===== src/rtl/yc422_pkg.sv =====
// Shared constants and helpers for the RGB -> YCbCr 4:2:2 converter.
// Coefficients are stored at 8 fractional bits and rescaled by the user.
package yc422_pkg;

  typedef enum logic {
    STD_601 = 1'b0,
    STD_709 = 1'b1
  } yc_std_e;

  localparam int unsigned LAT = 5;

  // Order: Y(R,G,B), Cb(R,G,B), Cr(R,G,B)
  localparam int COEF_601 [9] = '{77, 150, 29, -43, -85, 128, 128, -107, -21};
  localparam int COEF_709 [9] = '{54, 183, 19, -29, -99, 128, 128, -116, -12};

  function automatic int coef(input yc_std_e std, input logic [3:0] idx);
    return (std == STD_709) ? COEF_709[idx] : COEF_601[idx];
  endfunction

  function automatic logic [15:0] clamp_u(input logic signed [31:0] v, input int unsigned w);
    logic signed [31:0] max_v;
    max_v = (32'sd1 <<< w) - 32'sd1;
    if (v < 0) return '0;
    else if (v > max_v) return 16'(max_v);
    else return 16'(v);
  endfunction

endpackage


===== src/rtl/rgb_ycc_mac.sv =====
// One colour-space output component: three multiplies (S1), sum plus offset (S2),
// round/shift/clamp (S3). CHROMA adds the mid-scale offset for Cb/Cr.
module rgb_ycc_mac
  import yc422_pkg::*;
#(
  parameter int unsigned DW     = 8,
  parameter int unsigned FRAC   = 8,
  parameter bit          CHROMA = 1'b0
) (
  input  logic                   clk_i,
  input  logic                   rst_i,
  input  logic [DW-1:0]          r_i,
  input  logic [DW-1:0]          g_i,
  input  logic [DW-1:0]          b_i,
  input  logic signed [FRAC+1:0] k_r_i,
  input  logic signed [FRAC+1:0] k_g_i,
  input  logic signed [FRAC+1:0] k_b_i,
  output logic [DW-1:0]          out_o
);

  localparam int unsigned AW = DW + FRAC + 3;
  // Rounding half-LSB, plus 2^(DW-1) scaled into the fixed-point domain for chroma
  localparam int OFF_INT = (CHROMA ? (1 << (DW - 1 + FRAC)) : 0) + (1 << (FRAC - 1));
  localparam logic signed [AW-1:0] OFFSET = AW'(OFF_INT);

  logic signed [AW-1:0] prod_d [3];
  logic signed [AW-1:0] prod_q [3];
  logic signed [AW-1:0] sum_q;
  logic signed [AW-1:0] shifted;
  logic [DW-1:0]        out_q;

  always_comb begin
    prod_d[0] = signed'(AW'(r_i)) * AW'(k_r_i);
    prod_d[1] = signed'(AW'(g_i)) * AW'(k_g_i);
    prod_d[2] = signed'(AW'(b_i)) * AW'(k_b_i);
  end

  assign shifted = sum_q >>> FRAC;

  always_ff @(posedge clk_i or posedge rst_i) begin
    if (rst_i) begin
      prod_q[0] <= '0;
      prod_q[1] <= '0;
      prod_q[2] <= '0;
      sum_q     <= '0;
      out_q     <= '0;
    end else begin
      prod_q[0] <= prod_d[0];
      prod_q[1] <= prod_d[1];
      prod_q[2] <= prod_d[2];
      sum_q     <= prod_q[0] + prod_q[1] + prod_q[2] + OFFSET;
      out_q     <= DW'(clamp_u(32'(shifted), DW));
    end
  end

  assign out_o = out_q;

endmodule


===== src/rtl/rgb_to_yc422_param.sv =====
// RGB 4:4:4 -> interleaved Y/C 4:2:2, five-cycle pipeline with per-frame BT.601/709 select.
// Define YC422_CHROMA_AVG_EN to average chroma pairs instead of plain decimation.
module rgb_to_yc422_param
  import yc422_pkg::*;
#(
  parameter int unsigned DW       = 8,
  parameter int unsigned FRAC     = 8,
  parameter bit          CB_FIRST = 1'b1
) (
  input  logic          clk,
  input  logic          rst,
  input  logic          i_std,
  input  logic [DW-1:0] i_r,
  input  logic [DW-1:0] i_g,
  input  logic [DW-1:0] i_b,
  input  logic          i_h_sync,
  input  logic          i_v_sync,
  input  logic          i_data_en,
  output logic          o_hs,
  output logic          o_vs,
  output logic          o_de,
  output logic [DW-1:0] o_y,
  output logic [DW-1:0] o_c,
  output logic          o_std
);

  localparam logic [DW-1:0] C_MID = DW'(1 << (DW - 1));

  yc_std_e        std_q;
  logic           vs_prev_q;
  logic [LAT-1:0] hs_sr_q, vs_sr_q, de_sr_q, std_sr_q;

  always_ff @(posedge clk or posedge rst) begin
    if (rst) begin
      std_q     <= STD_601;
      vs_prev_q <= 1'b0;
      hs_sr_q   <= '0;
      vs_sr_q   <= '0;
      de_sr_q   <= '0;
      std_sr_q  <= '0;
    end else begin
      vs_prev_q <= i_v_sync;
      if (i_v_sync && !vs_prev_q) std_q <= yc_std_e'(i_std);
      hs_sr_q  <= {hs_sr_q[LAT-2:0], i_h_sync};
      vs_sr_q  <= {vs_sr_q[LAT-2:0], i_v_sync};
      de_sr_q  <= {de_sr_q[LAT-2:0], i_data_en};
      std_sr_q <= {std_sr_q[LAT-2:0], std_q};
    end
  end

  logic signed [FRAC+1:0] coef_k [9];

  always_comb begin
    for (int i = 0; i < 9; i++) begin
      coef_k[i] = (FRAC + 2)'(coef(std_q, 4'(i)) <<< (FRAC - 8));
    end
  end

  logic [DW-1:0] ycc3 [3];

  for (genvar c = 0; c < 3; c++) begin : g_mac
    rgb_ycc_mac #(
      .DW    (DW),
      .FRAC  (FRAC),
      .CHROMA(c != 0)
    ) u_mac (
      .clk_i(clk),
      .rst_i(rst),
      .r_i  (i_r),
      .g_i  (i_g),
      .b_i  (i_b),
      .k_r_i(coef_k[3*c]),
      .k_g_i(coef_k[3*c+1]),
      .k_b_i(coef_k[3*c+2]),
      .out_o(ycc3[c])
    );
  end

  logic          de3, de4;
  logic [DW-1:0] first3, second3;

  assign de3     = de_sr_q[LAT-3];
  assign de4     = de_sr_q[LAT-2];
  assign first3  = CB_FIRST ? ycc3[1] : ycc3[2];
  assign second3 = CB_FIRST ? ycc3[2] : ycc3[1];

  // S4: holds pixel n while S3 presents pixel n+1 as lookahead
  logic [DW-1:0] y4_q, first4_q, second4_q;
  logic          phase_q, phase_d;

  always_comb begin
    phase_d = 1'b0;
    if (de3 && de4) phase_d = ~phase_q;
  end

  always_ff @(posedge clk or posedge rst) begin
    if (rst) begin
      y4_q      <= '0;
      first4_q  <= '0;
      second4_q <= '0;
      phase_q   <= 1'b0;
    end else begin
      y4_q      <= ycc3[0];
      first4_q  <= first3;
      second4_q <= second3;
      phase_q   <= phase_d;
    end
  end

  logic [DW-1:0] c_sel;

`ifdef YC422_CHROMA_AVG_EN
  logic [DW-1:0] second_prev_q;
  logic [DW:0]   avg_first, avg_second;

  always_ff @(posedge clk or posedge rst) begin
    if (rst) second_prev_q <= '0;
    else     second_prev_q <= second4_q;
  end

  always_comb begin
    avg_first  = {1'b0, first4_q} + {1'b0, first3} + 1'b1;
    avg_second = {1'b0, second_prev_q} + {1'b0, second4_q} + 1'b1;
    c_sel      = second4_q;
    // A de-low lookahead means the even pixel is unpaired and keeps its own value
    if (!phase_q) c_sel = de3 ? avg_first[DW:1] : first4_q;
    else          c_sel = avg_second[DW:1];
  end
`else
  always_comb begin
    c_sel = phase_q ? second4_q : first4_q;
  end
`endif

  logic [DW-1:0] y_q, c_q;

  always_ff @(posedge clk or posedge rst) begin
    if (rst) begin
      y_q <= '0;
      c_q <= '0;
    end else begin
      y_q <= de4 ? y4_q : '0;
      c_q <= de4 ? c_sel : C_MID;
    end
  end

  assign o_hs  = hs_sr_q[LAT-1];
  assign o_vs  = vs_sr_q[LAT-1];
  assign o_de  = de_sr_q[LAT-1];
  assign o_std = std_sr_q[LAT-1];
  assign o_y   = y_q;
  assign o_c   = c_q;

endmodule


===== config.mk =====
export PLATFORM = sky130hd
export DESIGN_NAME = rgb_to_yc422_param
export DESIGN_NICKNAME = d
export VERILOG_FILES = /design/src/rtl/yc422_pkg.sv /design/src/rtl/rgb_ycc_mac.sv /design/src/rtl/rgb_to_yc422_param.sv
export SDC_FILE = /design/constraint.sdc
export NUM_CORES = 1
export LEC_CHECK = 0
export BUFFER_PORTS_ARGS = -buffer_cell sky130_fd_sc_hd__buf_2
export CAP_MARGIN = 5
export CORE_ASPECT_RATIO = 0.5
export CORE_MARGIN = 4
export CORE_UTILIZATION = 50
export CTS_BUF_LIST = sky130_fd_sc_hd__clkbuf_8
export DETAILED_ROUTE_END_ITERATION = 8
export PLACE_DENSITY = 0.69
export SYNTH_ARGS = -nofsm -noshare
export SYNTH_HDL_FRONTEND = slang
export SYNTH_SLANG_ARGS = --single-unit

===== constraint.sdc =====
create_clock -name clk -period 8.5 [get_ports clk]
set_clock_uncertainty 0.05 [all_clocks]
set_input_delay 1.7 -clock clk [delete_from_list [all_inputs] [get_ports clk]]
set_output_delay 1.7 -clock clk [all_outputs]
set_load 0.02 [all_outputs]

==> results of run 1 <==
final timing paths:
| path | from | end | slack, ns | cells after the start |
|---|---|---|---|---|
| setup / recovery | i_r[3] | g_mac[1].u_mac.prod_q[52]$_DFF_PP0_ | 2.82 | 17 |
| hold / removal | vs_sr_q[1]$_DFF_PP0_ | vs_sr_q[2]$_DFF_PP0_ | 0.29 | 0 |
| setup reg to reg | std_q$_DFFE_PP0P_ | g_mac[1].u_mac.prod_q[55]$_DFF_PP0_ | 3.42 | 17 |
| hold reg to reg | vs_sr_q[1]$_DFF_PP0_ | vs_sr_q[2]$_DFF_PP0_ | 0.29 | 0 |
| max in group asynchronous | rst | g_mac[0].u_mac.prod_q[40]$_DFF_PP0_ | 5.83 | 3 |
| min in group asynchronous | rst | hs_sr_q[2]$_DFF_PP0_ | 1.15 | 2 |
synth_stat cells (all sizes together) (23+ instances only):
master,instances,share of area [%]
a21oi,67,1.8
clkbuf,23,0.45
dfrtp,241,31
fa,171,18
ha,365,24
inv,346,6.8
nand2,58,1.1
nor2,95,1.9
nor2b,28,0.91
nor3,23,0.60
o21ai,26,0.70
xnor2,78,3.6
routing by layer:
layer | global-route usage [%] | vias to the layer above | wire length [um] | share of wire, %
li1 | - | 5790 | - | -
met1 | 27.0 | 5659 | 17900 | 48
met2 | 28.7 | 229 | 16000 | 44
met3 | 4.43 | 47 | 2140 | 5.8
met4 | 4.46 | 0 | 846 | 2.3
met5 | 0 | - | 0 | 0
metrics by stage:
stage / utilization, % / instances / worst slack, ns / total power, W / hold slack (ns)
global route: 55.5 / 2370 / 2.55 / 0.00988 / 0.301
global placement: 53.4 / 2307 / 2.38 / 0.00768 / 0.282
finish: 55.5 / 2370 / 2.82 / 0.00885 / 0.293
detailed placement: 53.4 / 2307 / 2.30 / 0.00781 / 0.285
CTS: 55.5 / 2370 / 2.85 / 0.00895 / 0.293
floorplan: - / 1760 / 0.134 / 0.00655 / 0.281
power by group:
| group | switching [W] | internal (W) | leakage (nW) | total, W |
|---|---|---|---|---|
| clock | 0.000463 | 0.000592 | 0.435 | 0.00105 |
| sequential | 0.000206 | 0.00169 | 2.84 | 0.00190 |
| combinational | 0.00321 | 0.00269 | 7.80 | 0.00590 |
registers in the layout, indices dropped and copies added (netlist names):
signal / cells
std_q: 1
o_c: 8
vs_sr_q: 5
g_mac.u_mac.sum_q: 32
o_y: 8
phase_q: 1
y4_q: 8
g_mac.u_mac.prod_q: 123
std_sr_q: 5
de_sr_q: 5
first4_q: 8
second4_q: 8
g_mac.u_mac.out_o: 24
hs_sr_q: 5
area by class of cell:
cell class / instances / share of cell area (%)
Clock buffer: 47 / 3.10
Clock inverter: 16 / 0.785
Inverter: 346 / 6.26
Multi-Input combinational cell: 1148 / 56.6
Sequential cell: 241 / 28.9
Tap cell: 520 / 3.12
Timing Repair Buffer: 52 / 1.28
cell families after synthesis:
group,count (synthesis),share of synthesized area (%)
adders and majority gates,536,41.6
muxes,9,0.476
and+or+nand+nor,300,7.62
other,2,0.0391
AOI/OAI and AO/OA,193,7.16
DFF,241,31.4
buffers and inverters,371,7.26
xor gates and xnor gates,96,4.38
==> out/qor.yml, run 1 <==
drc_errors: 0
max_freq_ghz: 0.176
cts_setup_buffers: 0
status: "complete, no violations"
synth-seq-cells: 241
die_x_um: 285
ys_async_sr_fraction_pct: 100
grt_use_total_pct: 18.7
grt_pass1_vias: 12300
clock_latency_ns: 0.55
dpl.hpwl_um: 30600
cts-buffers-inserted: 38
cp.arrival_ns: 6.06
routabilityCongestion: 0.898
cts_resized: 0
grt_max_degree: 102
ctsRootBufferMaster: "clkbuf_8"
path_cells: "buf_2, inv_1, nor2_1, fa_1, fa_1, fa_1, inv_1, fa_1, inv_1, ha_1, o21a_1, nor2_1, a21oi_1, a211oi_1, o21bai_1, a21oi_1, xnor2_1"
drv_slew: 0
slew_headroom_pct: 39.7
clkSlewWorstSetupHoldPaths_ns: 0.06
wire_per_inst_um: 15.6
num_rows: 50
clock-sinks: 241
hold_class: "register to register"
period_share_pct: 66.8
final_cell_mix: "ha_1 (365), inv_1 (351), dfrtp_1 (241), fa_1 (171), nor2_1 (94)"
portBuffers: 49
yosysSeqAreaShare_pct: 31.4
start_kind: "input pin"
avgSynthCellArea_um2: 11.0
power.leakage_nw: 11.1
synthToLayoutAreaGrowth_pct: 8.80
dpl_cell_area_um2: 20100
syn_area_um2: 19200
path_max_fanout: 5
drt_iter0_markers: 602
rsz0062_at_grt: "false"
grt_pass1_wl_um: 62500
cp.required_ns: 8.88
critPathKind: "input pin to register"
maxCapViolCount: 0
cts_tree: "done"
final_common_cell: "ha_1"
num_vias: 11700
setup_viol: 0
ctsHtreeMaxLevel: 2
ctsHoldBuffers: 0
ios: 50
cp-end-kind: "register"
wirelength_um: 36900
overflow: 0
synth_cell_type_count: 65
crit_family: "adder cells"
diodes: 0
avgViaCountPerCell: 4.95
fp.coreArea_um2: 37600
final_hold_viol_count: 0
crit_slowest_cell: "fa_1"
multi_input_area_um2: 11800
antenna_found_initial: 1
seqCellArea_um2: 6030
fin_tns_setup_ns: 0
drt_pass1_iterations: 5
post-route-min-period_ns: 5.68
ir_drop_mv: 0.238
chipHeight_um: 147
tightest_slew_ns: 0.905
drt.antenna.violating_nets: 0
cpMostUsedCell: "fa_1"
p_per_area_nw_per_um2: 424
nNetsFinal: 2393
layout-drive-gt1-share_pct: 7.57
ys.warnings.count: 0
fillers: 3239
dieArea_um2: 41800
finalInstanceArea_um2: 20900
clockBufferDepth: 3
synth_edf_count: 0
cp_num_buf_inv: 4
initial_core_util_pct: 51.0
synth-main-ff-cell: "dfrtp_1"
syn_inst: 1748
cp_slowest_stage_delay_ns: 0.56
No activity file was read; power rests on OpenSTA's default activity.
==> run 2, diff against run 1 <==
Settings changed: ABC_AREA set to 1.
Clock period 8.5 ns to 5.1 ns, I/O delays scaled along.
==> run 2 against run 1 <==
Compared with the run above:
- clock-buffer cell count fell by 4
- critical path type is now register to register
- via count rose by 19%
- highest routed layer unchanged
- global-route usage rose by 2.0 points
- flip-flop and latch count did not move
- die area rose by 5.6%
- first-iteration DRC count rose by 45%
==> out/qor.yml, run 2 <==
synth-main-ff-cell: "dfrtp_1"
drc_errors: 0  # unchanged
critPathKind: "register to register"
num_rows: 51  # +2.0%
nNetsFinal: 2833  # +18%
dpl_cell_area_um2: 21300  # +6.3%
status: "complete, no violations"
fp.coreArea_um2: 39500  # +5.1%
tightest_slew_ns: 0.849  # -0.0560 ns
worstRegToRegCells: 20  # +3
drv_slew: 0  # unchanged
synth_edf_count: 0  # unchanged
max_freq_ghz: 0.210
hold_class: "register to register"
clockBufferDepth: 3  # unchanged
portBuffers: 49  # unchanged
period_share_pct: 93.3
clkSlewWorstSetupHoldPaths_ns: 0.07  # about the same
fin_tns_setup_ns: 0  # unchanged
yosysSeqAreaShare_pct: 29.7  # -1.7 points
rsz0062_at_grt: "false"
rr_startpoint: "std_q$_DFFE_PP0P_"
grt_pass1_wl_um: 72300  # +16%
overflow: 0  # unchanged
syn_area_um2: 20300  # +5.9%
dieArea_um2: 44100  # +5.6%
synth-seq-cells: 241  # unchanged
holdPathStages: 0  # unchanged
maxCapViolCount: 0  # unchanged
cp.required_ns: 5.50  # -3.38 ns
largest_register: "g_mac.u_mac.prod_q"
yosys.area.top_type_share_pct: 29.7  # -1.7 points
r2r-end: "g_mac[1].u_mac.prod_q[34]$_DFF_PP0_"
chipHeight_um: 151  # +2.7%
antenna_found_initial: 2  # +1
post-route-min-period_ns: 4.76
ctsHoldBuffers: 0  # unchanged
cp.arrival_ns: 5.16  # -0.90 ns
cp_slowest_stage_delay_ns: 0.86  # +0.30 ns
layout-drive-gt1-share_pct: 6.24  # -1.3 points
largest_reg_flops: 123  # unchanged
ios: 50  # unchanged
cts_tree: "done"
start_kind: "register"
initial_core_util_pct: 51.4  # +0.40 points
rrSetupSlack_ns: 0.34  # -3.08 ns
yosysMostFrequentCell: "inv_1"
cts_setup_buffers: 0  # unchanged
final_common_cell: "inv_1"
seqCellArea_um2: 6030  # about the same
die_x_um: 293  # +2.8%
syn_inst: 2174  # +24%
synth.area.top_cells: "dfrtp_1 (30%), ha_1 (22%), fa_1 (17%), inv_1 (8.5%), nand2_1 (6.2%)"
synth_common_cells: "inv_1 (462), ha_1 (365), nand2_1 (334)"
setup_viol: 0  # unchanged
diodes: 0  # unchanged
cts_resized: 0  # unchanged
clock-sinks: 241  # unchanged
wire_per_inst_um: 15.3  # -1.7%
cts-buffers-inserted: 36  # -5.3%
avgViaCountPerCell: 4.95  # about the same
ys_async_sr_fraction_pct: 100  # unchanged
holdCritStartpoint: "g_mac[1].u_mac.out_o[0]$_DFF_PP0_"
wirelength_um: 43200  # +17%
routabilityCongestion: 0.932  # +3.7%
num_vias: 14000  # +19%
drt_pass1_iterations: 5  # unchanged
drt_iter0_markers: 872  # +45%
crit_slowest_cell: "dfrtp_2"
slew_headroom_pct: 43.4  # +3.7 points
cp-end-kind: "register"
grt_max_degree: 144  # +41%
multi_input_area_um2: 12500  # +5.8%
synth_cell_type_count: 40  # -38%
clock_latency_ns: 0.55  # about the same
cpMostUsedCell: "nand2_1"
path_max_fanout: 38  # +33
finalInstanceArea_um2: 22100  # +5.9%
grt_pass1_vias: 14200  # +15%
cp_num_buf_inv: 5  # +1
drt.antenna.violating_nets: 0  # unchanged
ys.warnings.count: 0  # unchanged
avgSynthCellArea_um2: 9.35  # -15%
grt_use_total_pct: 20.7  # +2.0 points
min_to: "first4_q[0]$_DFF_PP0_"
ctsHtreeMaxLevel: 2  # unchanged
final_hold_viol_count: 0  # unchanged
fillers: 3451  # +6.5%
synthToLayoutAreaGrowth_pct: 8.78  # about the same
final_cell_mix: "inv_1 (473), ha_1 (365), nand2_1 (334), dfrtp_1 (240), fa_1 (171)"
path_cells: "nand2_1, inv_1, nand2_1, nand2_1, inv_1, ha_1, inv_1, nand2_1, fa_1, inv_1, fa_1, fa_1, inv_1, ha_1, a21oi_2, nand2_1, nand2_1, nand3_2, a21oi_2, xor2_1"
crit_family: "adder cells"
dpl.hpwl_um: 36200  # +18%
netlist.top_cell.by_area: "dfrtp_1"
ctsRootBufferMaster: "clkbuf_8"
[run 2: changes by cell type after synthesis, sizes merged, moves of 13 or more]
cell / previous run / this run
nand2: 58 / 339
a21oi: 67 / 122
o21ai: 26 / 59
or2: 14 / 1
xnor2: 78 / 25
nand3: 14 / 87
inv: 346 / 463
and2: 18 / 0
nand2b: 20 / 0
nor2: 95 / 147
nand4: 4 / 19
xor2: 18 / 58
nor2b: 28 / 0
[run 2: worst register-to-register path: cells and delay by family (launching register included)]
family	cells	cell delay [ns]
and+or+nand+nor	7	0.89
DFF	1	0.86
buffers and inverters	5	0.31
adders and majority gates	5	2.08
AOI/OAI and AO/OA	2	0.30
xor gates and xnor gates	1	0.16
[run 2: worst max-delay path by stage]
stage / start / to / depth (start not counted) / slack, ns
3_3_place_gp: i_g[3] / g_mac[1].u_mac.prod_q[32]$_DFF_PP0_ / 15 / 0.18
2_1_floorplan: i_b[2] / g_mac[2].u_mac.prod_q[12]$_DFF_PP0_ / 15 / 0.61
6_report: std_q$_DFFE_PP0P_ / g_mac[1].u_mac.prod_q[34]$_DFF_PP0_ / 20 / 0.34
5_1_grt: std_q$_DFFE_PP0P_ / g_mac[1].u_mac.prod_q[34]$_DFF_PP0_ / 20 / 0.02
4_1_cts: std_q$_DFFE_PP0P_ / g_mac[1].u_mac.prod_q[34]$_DFF_PP0_ / 20 / 0.39
3_5_place_dp: i_g[3] / g_mac[1].u_mac.prod_q[34]$_DFF_PP0_ / 15 / 0.12
[run 2: area by class of cell]
cell class / instances / area share, %
Multi-Input combinational cell: 1459 / 56.6
Sequential cell: 241 / 27.3
Inverter: 463 / 7.88
Tap cell: 530 / 3.00
Clock buffer: 43 / 2.68
Timing Repair Buffer: 66 / 1.74
Clock inverter: 20 / 0.844
[run 2: cell families (layout without fill, tap and decap cells)]
| logic type | count (synthesis) | after routing | share of synthesized area [%] |
|---|---|---|---|
| other cells | 2 | 14 | 0.0370 |
| compound gates | 218 | 218 | 6.02 |
| fa+ha+maj | 536 | 536 | 39.3 |
| simple gates | 608 | 608 | 12.3 |
| flops | 241 | 241 | 29.7 |
| buf+inv | 486 | 592 | 9.01 |
| xor+xnor | 83 | 83 | 3.62 |
[run 2: stage by stage]
stage,hold WS [ns],instances,utilization [%],setup WS (ns)
2_1_floorplan,0.281,2186,-,0.612
3_3_place_gp,0.281,2759,54.0,0.180
3_5_place_dp,0.285,2759,54.0,0.120
4_1_cts,0.298,2822,56.0,0.385
5_1_grt,0.301,2822,56.0,0.0166
6_report,0.297,2822,56.0,0.341
[run 2: metal layers]
metal | global-route usage (%) | up-vias | routed length (um)
li1 | - | 7009 | -
met1 | 30.6 | 6632 | 21800
met2 | 30.8 | 258 | 17900
met3 | 4.85 | 66 | 2630
met4 | 4.98 | 0 | 899
met5 | 0 | - | 0
Power of run 2 is left out: the tool's default activity adds up to more than one toggle a clock period on the data nets, which glitch-free logic cannot reach.
